--- src/rtl/status_register.sv ---
// ============================================================================
// Module  : status_register
// Purpose : Processor status flags N,V,D,I,Z,C with delayed IRQ mask.
// Revision: 1.0 - initial release
// ============================================================================
`default_nettype none

module status_register #(
    parameter bit CLEAR_D_ON_INTERRUPT = 1'b1
) (
    input  logic       clk,
    input  logic       reset,
    input  logic       rdy,
    input  logic       alu_carry,
    input  logic       alu_zero,
    input  logic       alu_negative,
    input  logic       alu_overflow,
    input  logic       update_nz,
    input  logic       update_c,
    input  logic       update_v,
    input  logic       bit_test,
    input  logic [2:0] flag_op,
    input  logic       load_from_bus,
    input  logic [7:0] data_in,
    input  logic       interrupt_entry,
    input  logic       brk_flag,
    input  logic       instr_boundary,
    output logic [7:0] status_out,
    output logic       carry_flag,
    output logic       decimal_flag,
    output logic       irq_mask
);

    localparam logic [2:0] c_FLAG_CLC = 3'd1;
    localparam logic [2:0] c_FLAG_SEC = 3'd2;
    localparam logic [2:0] c_FLAG_CLI = 3'd3;
    localparam logic [2:0] c_FLAG_SEI = 3'd4;
    localparam logic [2:0] c_FLAG_CLV = 3'd5;
    localparam logic [2:0] c_FLAG_CLD = 3'd6;
    localparam logic [2:0] c_FLAG_SED = 3'd7;

    logic r_n, r_v, r_d, r_i, r_z, r_c, r_irq_mask;
    logic w_n, w_v, w_d, w_i, w_z, w_c;

    // Later assignments win: ALU < BIT < flag_op < interrupt entry.
    always_comb begin
        w_n = r_n;
        w_v = r_v;
        w_d = r_d;
        w_i = r_i;
        w_z = r_z;
        w_c = r_c;
        if (load_from_bus) begin
            w_n = data_in[7];
            w_v = data_in[6];
            w_d = data_in[3];
            w_i = data_in[2];
            w_z = data_in[1];
            w_c = data_in[0];
        end else begin
            if (update_nz) begin
                w_n = alu_negative;
                w_z = alu_zero;
            end
            if (update_v) begin
                w_v = alu_overflow;
            end
            if (update_c) begin
                w_c = alu_carry;
            end
            if (bit_test) begin
                w_n = data_in[7];
                w_v = data_in[6];
                w_z = alu_zero;
            end
            case (flag_op)
                c_FLAG_CLC: w_c = 1'b0;
                c_FLAG_SEC: w_c = 1'b1;
                c_FLAG_CLI: w_i = 1'b0;
                c_FLAG_SEI: w_i = 1'b1;
                c_FLAG_CLV: w_v = 1'b0;
                c_FLAG_CLD: w_d = 1'b0;
                c_FLAG_SED: w_d = 1'b1;
                default:    w_c = w_c;
            endcase
            if (interrupt_entry) begin
                w_i = 1'b1;
                if (CLEAR_D_ON_INTERRUPT) begin
                    w_d = 1'b0;
                end
            end
        end
    end

    // irq_mask samples the pre-edge I, giving one instruction of latency.
    always_ff @(posedge clk or posedge reset) begin
        if (reset) begin
            r_n        <= 1'b0;
            r_v        <= 1'b0;
            r_d        <= 1'b0;
            r_i        <= 1'b1;
            r_z        <= 1'b0;
            r_c        <= 1'b0;
            r_irq_mask <= 1'b1;
        end else if (rdy) begin
            r_n <= w_n;
            r_v <= w_v;
            r_d <= w_d;
            r_i <= w_i;
            r_z <= w_z;
            r_c <= w_c;
            if (instr_boundary) begin
                r_irq_mask <= r_i;
            end
        end
    end

    assign status_out   = {r_n, r_v, 1'b1, brk_flag, r_d, r_i, r_z, r_c};
    assign carry_flag   = r_c;
    assign decimal_flag = r_d;
    assign irq_mask     = r_irq_mask;

endmodule

`default_nettype wire

--- config.mk ---
export PLATFORM = sky130hd
export DESIGN_NAME = status_register
export DESIGN_NICKNAME = d
export VERILOG_FILES = /design/src/rtl/status_register.sv
export SDC_FILE = /design/constraint.sdc
export NUM_CORES = 1
export LEC_CHECK = 0
export CELL_PAD_IN_SITES_DETAIL_PLACEMENT = 0
export CELL_PAD_IN_SITES_GLOBAL_PLACEMENT = 1
export CORE_AREA = 3 3 58 55
export CTS_CLUSTER_DIAMETER = 50
export DETAILED_ROUTE_END_ITERATION = 7
export DIE_AREA = 0 0 61 58
export PLACE_DENSITY = 0.81
export RECOVER_POWER = 50
export SLEW_MARGIN = 20
export SYNTH_ARGS = -nofsm -noshare
export SYNTH_HDL_FRONTEND = slang
export SYNTH_SLANG_ARGS = --single-unit
--- constraint.sdc ---
create_clock -name clk -period 0.85 [get_ports clk]
set_input_delay 0.1275 -clock clk [delete_from_list [all_inputs] [get_ports clk]]
set_output_delay 0.1275 -clock clk [all_outputs]
set_load 0.05 [all_outputs]
==> flow_metrics.py <==
metrics = {
    "run_status": {
        "status": "finished with violations",
        "violations": "setup timing",
    },
    "final_layout": {
        "syn2layout_area_growth_pct": 104.8,
        "nets": 127,
        "final_cell_mix": "buf_4 (15), clkdlybuf4s50_1 (9), buf_12 (9)",
        "final_cell_area_sq_um": 1064,
        "final_common_cell": "buf_4",
        "nFillCells": 283,
        "drive_above_1_share": 0.5000,
    },
    "placed_design": {
        "port-buffer-count": 31,
        "hpwl_microns": 1221,
        "gp_congestion": 0.6998,
        "dpl-instance-area_sq_um": 963.4,
    },
    "hold_path": {
        "hp-class": "in -> async",
    },
    "logic_synthesis": {
        "synthTopCellsByArea": "dfrtp_1 (24%), buf_4 (12%), dfstp_2 (10%), a21oi_1 (4.8%), buf_6 (4.3%)",
        "synth.distinct_cells": 26,
        "synth.avg_cell_area_sq_um": 8.801,
        "synth_nets": 85,
        "ys_warn_count": 0,
        "syn-instance-count": 59,
        "yosys.area.top_type": "dfrtp_1",
        "ys_seq_area_frac": 0.3422,
        "netlist_area_sq_um": 519.2,
        "synth_top_area_frac": 0.2410,
        "synth-seq-cells": 7,
    },
    "detailed_routing": {
        "first_iter_violations": 4,
        "wl_microns": 1498,
        "viasPerCell": 4.382,
        "post_drt_wl_per_cell_microns": 11.44,
        "vias": 574,
        "drc": 0,
        "dr.pass1.iters": 3,
        "drtAntennaViolNets": 0,
    },
    "setup_path": {
        "end_kind": "output pin",
        "cp_top_family": "flip-flops",
        "critPathLaunchType": "register",
        "critPathSlowestCell": "dfstp_2",
        "crit_chain": "buf_12",
        "cp.required_ns": 0.72,
        "crit_fanout": 2,
        "crit_cells": 1,
        "ff2ff_path_depth": 3,
        "worstSetupPathType": "reg -> out",
        "r2r_setup_slack_ns": -0.09,
        "path_buf_inv": 1,
        "cp_slowest_stage_delay_ns": 0.55,
        "cp.arrival_ns": 0.95,
    },
    "power": {
        "ir_drop_mv": 0.4200,
        "p_leak_nw": 0.5124,
        "power.density_nw_per_um2": 1526,
    },
    "sta": {
        "period_minus_slack_ns": 1.076,
        "rsz0062_at_grt": "true",
        "drv_slew": 0,
        "setup_ws_ns": -0.2262,
        "max_freq_ghz": 0.9292,
        "clock_skew_ns": 0.003881,
        "setup-tns-final_ns": -1.399,
        "min_period_over_period": 1.266,
        "final-setup-viol-count": 12,
        "hold_violations": 0,
    },
    "global_routing": {
        "grt.overflow.total": 0,
        "antenna_found_initial": 1,
        "grt.total_usage": 0.08895,
        "grt_max_degree": 9,
        "grt_pass1_vias": 542,
        "grt_pass1_wl_microns": 2242,
    },
    "clock_network": {
        "cts_hold_repair.buffers": 0,
        "cts_buffer_depth": 2,
        "numCtsBuffers": 3,
        "cts-htree-levels": 1,
        "clockRootBuffer": "clkbuf_4",
        "clock-sinks": 7,
        "insertion_delay_ns": 0.26,
        "tritoncts": "built",
        "clkTransAtPathRegs_ns": 0.05,
    },
    "floorplan": {
        "die_w_microns": 61,
        "ios": 37,
        "core-area_sq_um": 2680,
        "fp.dieH_microns": 58,
        "start_util": 0.1937,
        "die_area_sq_um": 3538,
        "row_count": 18,
    },
    "flow_run": {
        "cap_viol_max_count": 0,
    },
}
-- path summary, 6_finish.rpt --
path | endpoint | from
max | status_out[2] | r_i
min | r_z | reset
max reg2reg | r_i | r_i
min reg2reg | r_z | r_z
max in group asynchronous | irq_mask | reset
min in group clk | status_out[4] | brk_flag
-- flip-flops by register name (all words and copies together), names as in the netlist --
register and cells:
carry_flag 1, decimal_flag 1, irq_mask 1, r_i 1
r_n 1, r_v 1, r_z 1
-- through the flow --
| stage | utilization | worst slack, ns | std cells | power [mW] | hold slack, ns |
|---|---|---|---|---|---|
| floorplan | - | -0.08089 | 59 | 0.8807 | -0.07069 |
| global placement | 0.3595 | -0.6747 | 120 | 1.258 | 0.2556 |
| detailed placement | 0.3595 | -0.6945 | 120 | 1.265 | 0.2556 |
| CTS | 0.3786 | -0.2383 | 129 | 1.622 | 0.1188 |
| global route | 0.3968 | -0.2549 | 131 | 1.714 | 0.2513 |
| finish | 0.3968 | -0.2262 | 131 | 1.623 | 0.2465 |
-- timing repair --
action | 4_1_cts | 5_1_grt
pin swaps | 4 | 6
setup buffers | 5 | 1
hold endpoints to repair | 0 | 0
setup endpoints to repair | 16 | 16
resized for setup | 19 | 21
-- cells by family after synthesis --
family	after synthesis	synth area share
buf+inv	15	0.1952
compound gates	17	0.2337
other cells	1	0.007222
simple gates	14	0.1157
xor+xnor	1	0.01687
mux	4	0.08915
flops	7	0.3422
-- Yosys cell counts, drive strengths merged --
master and number:
buf 10, nor2 6, a21oi 5, dfrtp 5, inv 5, nand2 5, o31ai 3, a211o 2
a31oi 2, dfstp 2, mux2 2, mux2i 2, o21ai 2, a22oi 1, conb 1, nand2b 1
nor4 1, o32a 1, o32ai 1, or3 1, xnor2 1
-- layer usage --
layer | track usage | share of wire | vias to the layer above
li1 | - | - | 284
met1 | 0.09239 | 0.38 | 262
met2 | 0.1542 | 0.51 | 26
met3 | 0.04900 | 0.098 | 2
met4 | 0.02167 | 0.017 | 0
met5 | 0 | 0 | -
-- area by class of cell --
cell class                      instances  area (sq um)  share of cell area
Clock buffer                            4         26.28             0.02471
Multi-Input combinational cell         37         276.5              0.2600
Tap cell                               30         37.54             0.03529
Antenna cell                            1         2.502            0.002353
Timing Repair Buffer                   47         521.8              0.4906
Sequential cell                         7         180.2              0.1694
Inverter                                5         18.77             0.01765
-- power by group --
part	total [mW]	leakage [nW]	internal, mW	switching (mW)
Clock	0.312	0.0150	0.180	0.133
Sequential	0.461	0.0785	0.397	0.0638
Combinational	0.850	0.419	0.464	0.386
Note: power is estimated with default switching activity, not from simulation.
